--- config.mk ---
export PLATFORM = sky130hd
export DESIGN_NAME = mpu_sampler
export DESIGN_NICKNAME = d
export VERILOG_FILES = /design/src/rtl/mpu_sampler.sv
export SDC_FILE = /design/constraint.sdc
export NUM_CORES = 1
export LEC_CHECK = 0
export ABC_AREA = 1
export ABC_CLOCK_PERIOD_IN_PS = 1750
export CELL_PAD_IN_SITES_DETAIL_PLACEMENT = 1
export CELL_PAD_IN_SITES_GLOBAL_PLACEMENT = 2
export CORE_MARGIN = 8
export CORE_UTILIZATION = 25
export DETAILED_ROUTE_END_ITERATION = 7
export DONT_BUFFER_PORTS = 1
export HOLD_SLACK_MARGIN = 0.03
export PLACE_DENSITY = 0.69
export SLEW_MARGIN = 20
export SYNTH_ARGS = -nofsm -noshare
export SYNTH_HDL_FRONTEND = slang
export SYNTH_SLANG_ARGS = --single-unit
--- constraint.sdc ---
create_clock -name clk_i -period 1.75 [get_ports clk_i]
set_input_delay 0.175 -clock clk_i [delete_from_list [all_inputs] [get_ports clk_i]]
set_output_delay 0.175 -clock clk_i [all_outputs]
set_load 0.02 [all_outputs]
--- src/rtl/mpu_sampler.sv ---
// Periodic MPU6050 register-burst sampler driving a byte-level I2C master.
// Define MPU_WHOAMI_CHECK_EN to verify WHO_AM_I (0x75 == 0x68) before waking the device.
module mpu_sampler #(
  parameter logic [6:0]  SLAVE_ADDR = 7'h68,
  parameter int unsigned NUM_REGS   = 14,
  parameter logic [7:0]  BASE_REG   = 8'h3B,
  parameter int unsigned PERIOD     = 500,
  parameter int unsigned TIMEOUT    = 1000
) (
  input  logic                  clk_i,
  input  logic                  rst_ni,
  input  logic                  enable_i,
  output logic                  i2c_req_o,
  output logic                  i2c_rw_o,
  output logic [6:0]            i2c_slave_addr_o,
  output logic [7:0]            i2c_reg_addr_o,
  output logic [7:0]            i2c_wdata_o,
  input  logic                  i2c_done_i,
  input  logic                  i2c_nack_i,
  input  logic [7:0]            i2c_rdata_i,
  output logic [NUM_REGS*8-1:0] sample_data_o,
  output logic                  sample_valid_o,
  output logic                  busy_o,
  output logic                  error_o
);

  localparam int unsigned IdxW = (NUM_REGS > 1) ? $clog2(NUM_REGS) : 1;
  localparam int unsigned SelW = $clog2(NUM_REGS * 8);
  localparam int unsigned CntW = $clog2(PERIOD + 1);
  localparam int unsigned TmoW = $clog2(TIMEOUT + 1);
  localparam logic [IdxW-1:0] IdxLast = IdxW'(NUM_REGS - 1);

  typedef enum logic [2:0] {
    StIdle, StCheck, StWake, StWait, StRead, StPublish, StError
  } state_e;

  state_e                state_q;
  logic [IdxW-1:0]       idx_q;
  logic [CntW-1:0]       cnt_q;
  logic [CntW-1:0]       el_q;
  logic [TmoW-1:0]       tmo_q;
  logic                  req_q;
  logic                  rw_q;
  logic [7:0]            reg_q;
  logic [7:0]            wdata_q;
  logic [NUM_REGS*8-1:0] shadow_q;
  logic [NUM_REGS*8-1:0] data_q;
  logic                  valid_q;
  logic                  error_q;

  logic                  txn_rw;
  logic [7:0]            txn_reg;
  logic [7:0]            txn_wdata;
  logic [SelW-1:0]       sel;
  logic [NUM_REGS*8-1:0] shadow_merged;
  logic [CntW-1:0]       reload;
  logic [31:0]           el_ext;
  logic                  timeout_hit;

  always_comb begin
    txn_rw    = 1'b1;
    txn_reg   = BASE_REG + 8'(idx_q);
    txn_wdata = 8'h00;
    if (state_q == StWake) begin
      txn_rw  = 1'b0;
      txn_reg = 8'h6B;
    end
`ifdef MPU_WHOAMI_CHECK_EN
    if (state_q == StCheck) begin
      txn_reg = 8'h75;
    end
`endif
  end

  always_comb begin
    sel           = SelW'({idx_q, 3'b000});
    shadow_merged = shadow_q;
    shadow_merged[sel +: 8] = i2c_rdata_i;
  end

  // el_q counts edges since the burst started; the WAIT reload keeps starts PERIOD apart.
  always_comb begin
    el_ext = 32'(el_q);
    if (el_ext + 32'd2 >= PERIOD) begin
      reload = '0;
    end else begin
      reload = CntW'(PERIOD - 32'd2 - el_ext);
    end
    timeout_hit = (tmo_q == TmoW'(TIMEOUT - 1));
  end

  always_ff @(posedge clk_i or negedge rst_ni) begin
    if (!rst_ni) begin
      state_q  <= StIdle;
      idx_q    <= '0;
      cnt_q    <= '0;
      el_q     <= '0;
      tmo_q    <= '0;
      req_q    <= 1'b0;
      rw_q     <= 1'b1;
      reg_q    <= 8'h00;
      wdata_q  <= 8'h00;
      shadow_q <= '0;
      data_q   <= '0;
      valid_q  <= 1'b0;
      error_q  <= 1'b0;
    end else begin
      valid_q <= 1'b0;
      if (!enable_i) begin
        state_q <= StIdle;
        req_q   <= 1'b0;
        error_q <= 1'b0;
      end else begin
        if (el_q != CntW'(PERIOD)) begin
          el_q <= el_q + 1'b1;
        end
        unique case (state_q)
          StIdle: begin
`ifdef MPU_WHOAMI_CHECK_EN
            state_q <= StCheck;
`else
            state_q <= StWake;
`endif
          end
`ifdef MPU_WHOAMI_CHECK_EN
          StCheck, StWake, StRead: begin
`else
          StWake, StRead: begin
`endif
            if (!req_q) begin
              req_q   <= 1'b1;
              tmo_q   <= '0;
              rw_q    <= txn_rw;
              reg_q   <= txn_reg;
              wdata_q <= txn_wdata;
            end else if (i2c_done_i) begin
              req_q <= 1'b0;
              if (i2c_nack_i) begin
                state_q <= StError;
                error_q <= 1'b1;
`ifdef MPU_WHOAMI_CHECK_EN
              end else if (state_q == StCheck) begin
                if (i2c_rdata_i == 8'h68) begin
                  state_q <= StWake;
                end else begin
                  state_q <= StError;
                  error_q <= 1'b1;
                end
`endif
              end else if (state_q == StWake) begin
                state_q <= StWait;
                cnt_q   <= CntW'(PERIOD - 1);
              end else begin
                shadow_q <= shadow_merged;
                if (idx_q == IdxLast) begin
                  data_q  <= shadow_merged;
                  valid_q <= 1'b1;
                  state_q <= StPublish;
                end else begin
                  idx_q <= idx_q + 1'b1;
                end
              end
            end else if (timeout_hit) begin
              req_q   <= 1'b0;
              state_q <= StError;
              error_q <= 1'b1;
            end else begin
              tmo_q <= tmo_q + 1'b1;
            end
          end
          StWait: begin
            if (cnt_q == '0) begin
              state_q <= StRead;
              idx_q   <= '0;
              el_q    <= '0;
            end else begin
              cnt_q <= cnt_q - 1'b1;
            end
          end
          StPublish: begin
            state_q <= StWait;
            cnt_q   <= reload;
          end
          StError: begin
            req_q   <= 1'b0;
            error_q <= 1'b1;
          end
          default: state_q <= StIdle;
        endcase
      end
    end
  end

  assign i2c_req_o        = req_q;
  assign i2c_rw_o         = rw_q;
  assign i2c_slave_addr_o = SLAVE_ADDR;
  assign i2c_reg_addr_o   = reg_q;
  assign i2c_wdata_o      = wdata_q;
  assign sample_data_o    = data_q;
  assign sample_valid_o   = valid_q;
  assign busy_o           = (state_q != StIdle) && (state_q != StError);
  assign error_o          = error_q;

endmodule

==> run metrics, run 1 <==
status=finished, violations left; failing checks=hold timing, setup timing; GPL Wtd Cong=0.7943; MaxCap Viol Count=0; Post-Syn Instances=1668; vias=11803; yosys warns=0; Worst Hold Slack=-0.6670 ns; cell area after synthesis=13170 um^2; Max FO, Critical Path=8; CP arrival=2.28 ns; Die Width=245.5 um; worst rel slew slack=46.14%; Primary FF master, synth=dfrtp_1; vias in the first global route=12081; RSZ-0062 raised after global routing=true; Max Root-Sink Buffers=3; Final Hold Fails=270; Worst R2R Start=idx_q[0]$_DFFE_PN0P_; core area=52340 um^2; CP startpoint kind=register; # placed instances=2386; routed wire length=49.62 mm; Hold Crit Class=input pin to async pin; leak pwr=0.008193 uW; Final setup viols=185; Post-synth EDFFs=0; Max Slew Vio Count=0; Area growth syn-to-layout=38.84%; Worst Slack Setup Final=-0.1166 ns; H-tree levels=2; die area=60280 um^2; largest net degree at the start of global routing=271; Setup Skew=0.01888 ns; GRT Total Usage=15.61%; slew of the pin with the lowest slew margin=0.8052 ns; Pwr Density=1372 nW/um^2; # rows=84; Final min period=1.867 ns; Worst Path Required=2.16 ns; Root Driver=clkbuf_16; clock transition at the registers of the reported paths=0.06 ns; area of the multi-input gates=7112 um^2; sequential cell area fraction in the yosys report=51.31%; CTS Buf Count=36; Crit. Startpoint=idx_q[0]$_DFFE_PN0P_; fmax=535.7 MHz; Starting Density=25.16%; Starting DRT DRC Count=563; per-cell routed wire length=19.79 um; Routed Antenna Nets=0; DRC violations left=0; VDD IR-drop max=0.0007980 V; die height=245.5 um; ys async rst share=100.0%; fin cells=2507; global route overflow=0; Via density=4.708; CP Class=register to register; port bufs=0; first-pass GRT wire length=73.71 mm; Mean Syn Cell Area=7.896 um^2; drt pass-1 iters=5; hold_buf cts=9; TritonCTS Sinks=270; period utilization=106.7%; share of cells above drive strength 1=30.36%; # nets final=1817; latest clock arrival within the worst-skew pair=0.55 ns; FF+latch count, synth=270; synth unique cells=37; Final HPWL DP=31.71 mm; TritonCTS clock tree=yes; # IOs=153; initial antenna violation count=3; Register Area=6761 um^2; Fillers=6021; CP Capture Type=register
## what timing repair did
item / 4_1_cts / 5_1_grt
endpoints found under the setup margin: 190 / 260
gates cloned: 4 / 10
pin swaps: 40 / 73
resized for setup: 181 / 311
setup buffers: 14 / 21
endpoints found under the hold margin: 395 / 270
## per-layer routing
metal	wire, um	up-vias	share of wire, %	global-route usage, %
li1	-	5635	-	-
met1	21260	5925	43	19.18
met2	24500	173	49	26.64
met3	2600	66	5.2	4.149
met4	1226	4	2.5	4.443
met5	34	-	0.069	0
## cell usage after synthesis (2+ instances only)
library cell / n / share of area (%)
a211oi_1: 4 / 0.23
a21oi_1: 31 / 1.2
a2bb2oi_1: 3 / 0.20
buf_1: 4 / 0.11
buf_2: 23 / 0.87
buf_4: 22 / 1.3
buf_6: 3 / 0.26
clkbuf_1: 35 / 1.0
conb_1: 2 / 0.057
dfrtp_1: 269 / 51
ha_1: 12 / 1.1
inv_1: 144 / 4.1
inv_2: 12 / 0.34
nand2_1: 542 / 15
nand2_2: 10 / 0.48
nand2_4: 2 / 0.17
nand3_1: 155 / 5.9
nand3_2: 11 / 0.84
nand4_1: 38 / 1.8
nor2_1: 89 / 2.5
nor2_2: 4 / 0.19
nor2_4: 4 / 0.34
nor2_8: 2 / 0.30
nor3_1: 5 / 0.19
nor3_2: 2 / 0.15
o21a_1: 2 / 0.11
o21ai_0: 103 / 3.9
o21ai_1: 112 / 4.3
o31ai_1: 3 / 0.17
or2_2: 2 / 0.095
xor2_1: 12 / 0.80
## state kept, by name, indices dropped and copies added, names as in the netlist, 3 cells and up
| register | count |
|---|---|
| tmo_q | 10 |
| el_q | 9 |
| sample_data_o | 112 |
| i2c_reg_addr_o | 7 |
| state_q | 3 |
| cnt_q | 9 |
| idx_q | 4 |
| shadow_q | 112 |
## stage by stage
step	power (uW)	util, %	worst slack (ns)	instance area [um^2]	setup TNS, ns
after floorplan	11730	-	-0.01767	13310	-0.2342
after global placement	14360	28.04	-0.1009	14680	-1.874
after detailed placement	14530	28.04	-0.1486	14680	-8.863
after CTS	23880	32.11	-0.05792	16800	-1.982
after global routing	26510	34.94	-0.1679	18290	-23.47
final	25090	34.94	-0.1166	18290	-7.651
## placed cells by master, fill, tap and decap left out, types with 5 or more instances in the layout
cell type	instances
clkbuf_1	7
nand2_8	11
o21ai_4	9
a21oi_4	13
xor2_1	12
nand3_1	102
nand2_4	32
conb_1	16
buf_8	5
o21ai_2	54
inv_2	13
nand3_2	48
dlygate4sd3_1	8
nand2_1	422
inv_4	5
clkbuf_8	11
ha_1	5
buf_12	27
nor2_1	66
inv_1	137
dfrtp_1	266
nor2_4	21
a21oi_1	14
buf_4	87
nand3_4	16
nand4_1	38
buf_6	19
nand2_2	93
clkbuf_16	42
o21ai_0	41
nor2_2	11
o21ai_1	111
## worst max-delay path: stages, from the launching register on
cell and delay, ns:
dfrtp_2 0.43, inv_4 0.08, buf_6 0.12, nand4_1 0.17, nand2_4 0.18, inv_4 0.06, buf_12 0.13, buf_12 0.14
nand3_4 0.16, nand2_2 0.11, nand3_1 0.10, nand2_1 0.07
## power breakdown
part | internal [uW] | leakage, uW | total [uW] | switching (uW)
logic | 3960 | 0.00401 | 10400 | 6430
clock network | 4490 | 0.000582 | 7410 | 2920
registers | 6770 | 0.00360 | 7280 | 517
total | 15200 | 0.00819 | 25100 | 9870
## final cells by class
class,instances,area share (%)
Clock buffer,55,6.035
Tap cell,688,4.708
Multi-Input combinational cell,1173,38.89
Clock inverter,9,0.4516
Inverter,157,3.319
Timing Repair Buffer,154,9.600
Sequential cell,270,36.98
Antenna cell,1,0.01369
## worst paths after layout
kind / endpoint / slack [ns] / cells after the start
max in group asynchronous: shadow_q[70]$_DFFE_PN0P_ / 1.99 / 0
setup reg to reg: shadow_q[56]$_DFFE_PN0P_ / -0.12 / 11
min in group clk_i: sample_valid_o$_DFF_PN0_ / 0.05 / 4
hold reg to reg: shadow_q[62]$_DFFE_PN0P_ / 0.48 / 2
setup / recovery: shadow_q[56]$_DFFE_PN0P_ / -0.12 / 11
hold / removal: sample_data_o[39]$_DFFE_PN0P_ / -0.67 / 0
## cell families (layout without fill, tap and decap cells)
logic type	Yosys count	count (layout)	share of synthesized area [%]
and+or+nand+nor	868	873	28.54
buffers and inverters	244	375	7.971
adders and majority gates	12	12	1.140
other	2	17	0.05702
DFF	270	270	51.31
AOI/OAI and AO/OA	259	259	10.12
xor gates and xnor gates	13	13	0.8645
Note: power is estimated with default switching activity, not from simulation.
==> inputs of run 2 (changes only) <==
--- a/config.mk
+++ b/config.mk
@@ -15,6 +15,7 @@
 export DONT_BUFFER_PORTS = 1
 export HOLD_SLACK_MARGIN = 0.03
 export PLACE_DENSITY = 0.69
+export SKIP_CTS_REPAIR_TIMING = 1
 export SLEW_MARGIN = 20
 export SYNTH_ARGS = -nofsm -noshare
 export SYNTH_HDL_FRONTEND = slang
==> run metrics, run 2 (synthesis results as in run 1) <==
GRT Total Usage=14.86% (was 15.61%); Final Cell Area=17650 um^2 (was 18290 um^2); H-tree levels=2 (unchanged); fmax=550.5 MHz (was 535.7 MHz); # rows=84 (unchanged); VDD IR-drop max=0.0007220 V (was 0.0007980 V); Die Width=245.5 um (unchanged); Final Hold Fails=330 (was 270); drt pass-1 iters=7 (was 5); vias in the first global route=11746 (was 12081); slew of the pin with the lowest slew margin=0.8971 ns (was 0.8052 ns); share of cells above drive strength 1=25.40% (was 30.36%); leak pwr=0.008072 uW (was 0.008193 uW); Max Root-Sink Buffers=3 (unchanged); Final min period=1.817 ns (was 1.867 ns); CTS Buf Count=36 (unchanged); Worst Path Required=2.16 ns (about the same); period utilization=103.8% (was 106.7%); Final HPWL DP=31.71 mm (unchanged); worst rel slew slack=40.00% (was 46.14%); Starting Density=25.16% (unchanged); core area=52340 um^2 (unchanged); Hold Crit Class=input pin to async pin (unchanged); per-cell routed wire length=19.29 um (was 19.79 um); CP Capture Type=register (unchanged); CP startpoint kind=register (unchanged); Max Slew Vio Count=0 (unchanged); largest net degree at the start of global routing=271 (unchanged); most common cell after layout, fill and taps aside=nand2_1 (unchanged); CP Class=register to register (unchanged); Worst Slack Setup Final=-0.06664 ns (was -0.1166 ns); worst reg2reg path depth=10 (was 11); Final setup viols=72 (was 185); port bufs=0 (unchanged); DRC violations left=0 (unchanged); Starting DRT DRC Count=586 (was 563); setup TNS=-1.921 ns (was -7.651 ns); Root Driver=clkbuf_16 (unchanged); Via density=4.689 (was 4.708); latest clock arrival within the worst-skew pair=0.55 ns (about the same); status=finished, violations left (unchanged); routed wire length=48.13 mm (was 49.62 mm); die area=60280 um^2 (unchanged); RSZ-0062 raised after global routing=true (unchanged); TritonCTS clock tree=yes (unchanged); # nets final=1806 (was 1817); die height=245.5 um (unchanged); Max FO, Critical Path=10 (was 8); GPL Wtd Cong=0.7943 (unchanged); Routed Antenna Nets=0 (unchanged); MaxCap Viol Count=0 (unchanged); clock transition at the registers of the reported paths=0.06 ns (about the same); TritonCTS Sinks=270 (unchanged); fin cells=2495 (was 2507); # placed instances=2386 (unchanged); global route overflow=0 (unchanged); Pwr Density=1376 nW/um^2 (was 1372 nW/um^2); vias=11700 (was 11803); CP arrival=2.23 ns (was 2.28 ns); Area growth syn-to-layout=34.04% (was 38.84%); commonest non-fill, non-tap cells in the layout=nand2_1 (475), dfrtp_1 (266), inv_1 (137), nand3_1 (123), o21ai_1 (115) (was nand2_1 (422), dfrtp_1 (266), inv_1 (137), o21ai_1 (111), nand3_1 (102)); initial antenna violation count=0 (was 3); first-pass GRT wire length=70.80 mm (was 73.71 mm); Setup WS pre-CTS=-0.1486 ns (unchanged); Fillers=6081 (was 6021); Worst Hold Slack=-0.6675 ns (was -0.6670 ns); # IOs=153 (unchanged); failing checks=hold timing, setup timing (unchanged); Setup Skew=0.02240 ns (was 0.01888 ns); diodes inserted=0 (was 1); Area after DPL=14680 um^2 (unchanged)
run 2: cell types whose count changed in the layout (fill, tap and decap cells not counted), moves of 8 or more:
cell | previous run | this run
nand2_4 | 32 | 16
nand2_2 | 93 | 57
nand3_2 | 48 | 29
nand3_1 | 102 | 123
nor2_4 | 21 | 13
nand2_1 | 422 | 475
run 2: per-stage QoR:
stage / power (uW) / util (%)
after global routing: 25730 / 33.73
after global placement: 14360 / 28.04
after CTS: 22150 / 30.31
final: 24290 / 33.73
after detailed placement: 14530 / 28.04
after floorplan: 11730 / -
run 2: critical path: stages, from the launching register on:
cell and delay, ns:
dfrtp_2 0.42, inv_4 0.07, buf_4 0.14, nand4_1 0.18, nand2_4 0.19, inv_4 0.06
buf_12 0.15, nand3_4 0.15, nand2_1 0.12, nand3_1 0.12, nand2_1 0.07
run 2: final timing paths:
path | end | slack, ns | startpoint
worst max register to register | shadow_q[56]$_DFFE_PN0P_ | -0.07 | idx_q[0]$_DFFE_PN0P_
min in group clk_i | sample_data_o[103]$_DFFE_PN0P_ | -0.18 | i2c_rdata_i[7]
worst min-delay path | shadow_q[9]$_DFFE_PN0P_ | -0.67 | rst_ni
worst min register to register | shadow_q[62]$_DFFE_PN0P_ | 0.48 | shadow_q[62]$_DFFE_PN0P_
worst max-delay path | shadow_q[56]$_DFFE_PN0P_ | -0.07 | idx_q[0]$_DFFE_PN0P_
max in group asynchronous | idx_q[0]$_DFFE_PN0P_ | 1.85 | rst_ni
run 2: cell type report:
| class | count | area (um^2) | area share [%] |
|---|---|---|---|
| Clock buffer | 55 | 1104 | 6.251 |
| Clock inverter | 9 | 82.58 | 0.4678 |
| Inverter | 157 | 615.6 | 3.487 |
| Multi-Input combinational cell | 1171 | 6623 | 37.52 |
| Sequential cell | 270 | 6761 | 38.30 |
| Tap cell | 688 | 860.8 | 4.876 |
| Timing Repair Buffer | 145 | 1607 | 9.101 |
run 2: routing by layer:
metal | vias up | share of wire (%) | global-route usage (%)
met5 | - | 0 | 0
met4 | 0 | 2.1 | 3.589
met3 | 60 | 5.6 | 4.029
met2 | 166 | 49 | 25.17
met1 | 5870 | 43 | 18.62
li1 | 5604 | - | -
run 2: report_power, final:
part	internal [uW]	switching (uW)
combinational	3610	5990
sequential	6770	527
clock	4490	2910
==> inputs of run 3 (changes only) <==
--- a/config.mk
+++ b/config.mk
@@ -7,14 +7,14 @@
 export LEC_CHECK = 0
 export ABC_AREA = 1
 export ABC_CLOCK_PERIOD_IN_PS = 1750
+export BUFFER_PORTS_ARGS = -buffer_cell sky130_fd_sc_hd__clkbuf_2
 export CELL_PAD_IN_SITES_DETAIL_PLACEMENT = 1
 export CELL_PAD_IN_SITES_GLOBAL_PLACEMENT = 2
 export CORE_MARGIN = 8
 export CORE_UTILIZATION = 25
 export DETAILED_ROUTE_END_ITERATION = 7
-export DONT_BUFFER_PORTS = 1
 export HOLD_SLACK_MARGIN = 0.03
-export PLACE_DENSITY = 0.69
+export PLACE_DENSITY = 0.73
 export SKIP_CTS_REPAIR_TIMING = 1
 export SLEW_MARGIN = 20
 export SYNTH_ARGS = -nofsm -noshare
==> run metrics, run 3 (synthesis results as in run 1) <==
status=finished, violations left (unchanged); failing checks=setup timing (was hold timing, setup timing); initial antenna violation count=0 (unchanged); Crit. Startpoint=idx_q[0]$_DFFE_PN0P_ (unchanged); Starting Density=25.16% (unchanged); # nets final=1927 (was 1806); clock transition at the registers of the reported paths=0.06 ns (about the same); TritonCTS clock tree=yes (unchanged); CP arrival=2.21 ns (was 2.23 ns); GPL Wtd Cong=0.8135 (was 0.7943); max incr delay on CP=0.43 ns (was 0.42 ns); vias in the first global route=12640 (was 11746); Worst Slack Setup Final=-0.04803 ns (was -0.06664 ns); hold_sp=enable_i; Pwr Density=1308 nW/um^2 (was 1376 nW/um^2); critical-path cell list=inv_4, ha_4, nand2_2, nand2_8, nand2_2, nor2_2, buf_4, nand2_1, nand3_1, nand2_1 (was inv_4, buf_4, nand4_1, nand2_4, inv_4, buf_12, nand3_4, nand2_1, nand3_1, nand2_1); CTS Buf Count=35 (was 36); vias=12172 (was 11700); Starting DRT DRC Count=679 (was 586); largest net degree at the start of global routing=61 (was 271); Final setup viols=84 (was 72); Critical path destination=sample_data_o[111]$_DFFE_PN0P_ (was shadow_q[56]$_DFFE_PN0P_); Internal Power=14080 uW (was 14870 uW); # IOs=153 (unchanged); VDD IR-drop max=0.0007321 V (was 0.0007220 V); clock power share=31.1% (was 30.5%); die area=60280 um^2 (unchanged); CP Capture Type=register (unchanged); Setup WS pre-CTS=-0.1694 ns (was -0.1486 ns); fmax=556.2 MHz (was 550.5 MHz); Final Hold Fails=0 (was 330); commonest non-fill, non-tap cells in the layout=nand2_1 (517), dfrtp_1 (267), nand3_1 (142), inv_1 (136), clkbuf_2 (134) (was nand2_1 (475), dfrtp_1 (266), inv_1 (137), nand3_1 (123), o21ai_1 (115)); TritonCTS Sinks=270 (unchanged); worst reg2reg path depth=10 (unchanged); period utilization=102.7% (was 103.8%); Worst R2R Start=idx_q[0]$_DFFE_PN0P_ (unchanged); Area growth syn-to-layout=33.26% (was 34.04%); Root Driver=clkbuf_16 (unchanged); # placed instances=2531 (was 2386); die height=245.5 um (unchanged); Final Util=33.53% (was 33.73%); r2r setup slk=-0.05 ns (was -0.07 ns); Final HPWL DP=32.65 mm (was 31.71 mm); slew of the pin with the lowest slew margin=0.5151 ns (was 0.8971 ns); most common cell after layout, fill and taps aside=nand2_1 (unchanged); Setup Skew=0.01604 ns (was 0.02240 ns); H-tree levels=2 (unchanged); Routed Antenna Nets=0 (unchanged); Die Width=245.5 um (unchanged); Max Slew Vio Count=0 (unchanged); latest clock arrival within the worst-skew pair=0.54 ns (was 0.55 ns); Final min period=1.798 ns (was 1.817 ns); Worst Path Required=2.17 ns (was 2.16 ns); core area=52340 um^2 (unchanged); share of cells above drive strength 1=25.47% (was 25.40%); Top delay family on crit path=simple AND/OR/NAND/NOR gates (unchanged); WP buf/inv=2 (was 4); DRC violations left=0 (unchanged); cell count along the critical path=10 (unchanged); sw power=8875 uW (was 9427 uW); Via density=4.653 (was 4.689); Hold Crit Class=input pin to register (was input pin to async pin); register share of total power=31.1% (was 30.0%); GRT Total Usage=14.92% (was 14.86%); global route overflow=0 (unchanged); Max Root-Sink Buffers=3 (unchanged); RSZ-0062 raised after global routing=true (unchanged); port bufs=136 (was 0); switching share of power=38.66% (was 38.80%); CP Class=register to register (unchanged); first-pass GRT wire length=72.21 mm (was 70.80 mm); leak pwr=0.008519 uW (was 0.008072 uW); worst rel slew slack=65.66% (was 40.00%); fin cells=2616 (was 2495); drt pass-1 iters=5 (was 7); Crit Reg-Reg Endpoint=sample_data_o[111]$_DFFE_PN0P_ (was shadow_q[56]$_DFFE_PN0P_); CP max-delay cell=dfrtp_2 (unchanged); routed wire length=47.42 mm (was 48.13 mm); Gate power share=37.9% (was 39.5%); Max FO, Critical Path=8 (was 10); per-cell routed wire length=18.13 um (was 19.29 um); MaxCap Viol Count=0 (unchanged); diodes inserted=0 (unchanged); CP startpoint kind=register (unchanged); # rows=84 (unchanged)
## run 3: cell type report
class | count | area (um^2)
Timing Repair inverter | 1 | 7.507
Multi-Input combinational cell | 1170 | 6041
Clock buffer | 54 | 1090
Fill cell | 6245 | 34790
Timing Repair Buffer | 267 | 2130
Sequential cell | 270 | 6760
Tap cell | 688 | 860.8
Inverter | 157 | 614.3
Clock inverter | 9 | 47.55
## run 3: power groups by stage
| stage | logic [uW] | registers [uW] | clock network (uW) |
|---|---|---|---|
| 5_1_grt | 9530 | 7200 | 7590 |
| 2_1_floorplan | 4410 | 7320 | 0 |
| 4_1_cts | 7590 | 7130 | 7350 |
| 6_report | 8690 | 7130 | 7130 |
| 3_3_place_gp | 7340 | 7220 | 0 |
| 3_5_place_dp | 7530 | 7240 | 0 |
## run 3: stage by stage
step	power (uW)	setup TNS, ns	hold slack [ns]	area [um^2]
2_1_floorplan	11730	-0.2342	-0.1206	13310
3_3_place_gp	14560	-4.443	0.1596	15510
5_1_grt	24320	-18.91	0.08655	17550
4_1_cts	22070	-19.01	-0.4163	16650
3_5_place_dp	14770	-14.13	0.1617	15510
6_report	22960	-1.101	0.05952	17550
## run 3: routing by layer
metal	up-vias	wire, um	global-route usage, %
met4	0	1167	4.930
li1	5839	-	-
met1	6089	21350	19.20
met2	178	23360	25.26
met5	-	0	0
met3	66	1544	2.422
## run 3: worst reg2reg max path, stage by stage (launching register included)
cell and delay [ns]:
dfrtp_2 0.43, inv_4 0.09, ha_4 0.16, nand2_2 0.09
nand2_8 0.15, nand2_2 0.14, nor2_2 0.15, buf_4 0.16
nand2_1 0.08, nand3_1 0.16, nand2_1 0.07
## run 3: worst min path at each step
stage                                          to  depth (start not counted)
finish                     state_q[0]$_DFFE_PN0P_                          3
global route               state_q[0]$_DFFE_PN0P_                          3
CTS                 sample_data_o[75]$_DFFE_PN0P_                          1
detailed placement  sample_data_o[75]$_DFFE_PN0P_                          1
global placement    sample_data_o[75]$_DFFE_PN0P_                          1
floorplan                    cnt_q[0]$_DFFE_PN0P_                          0
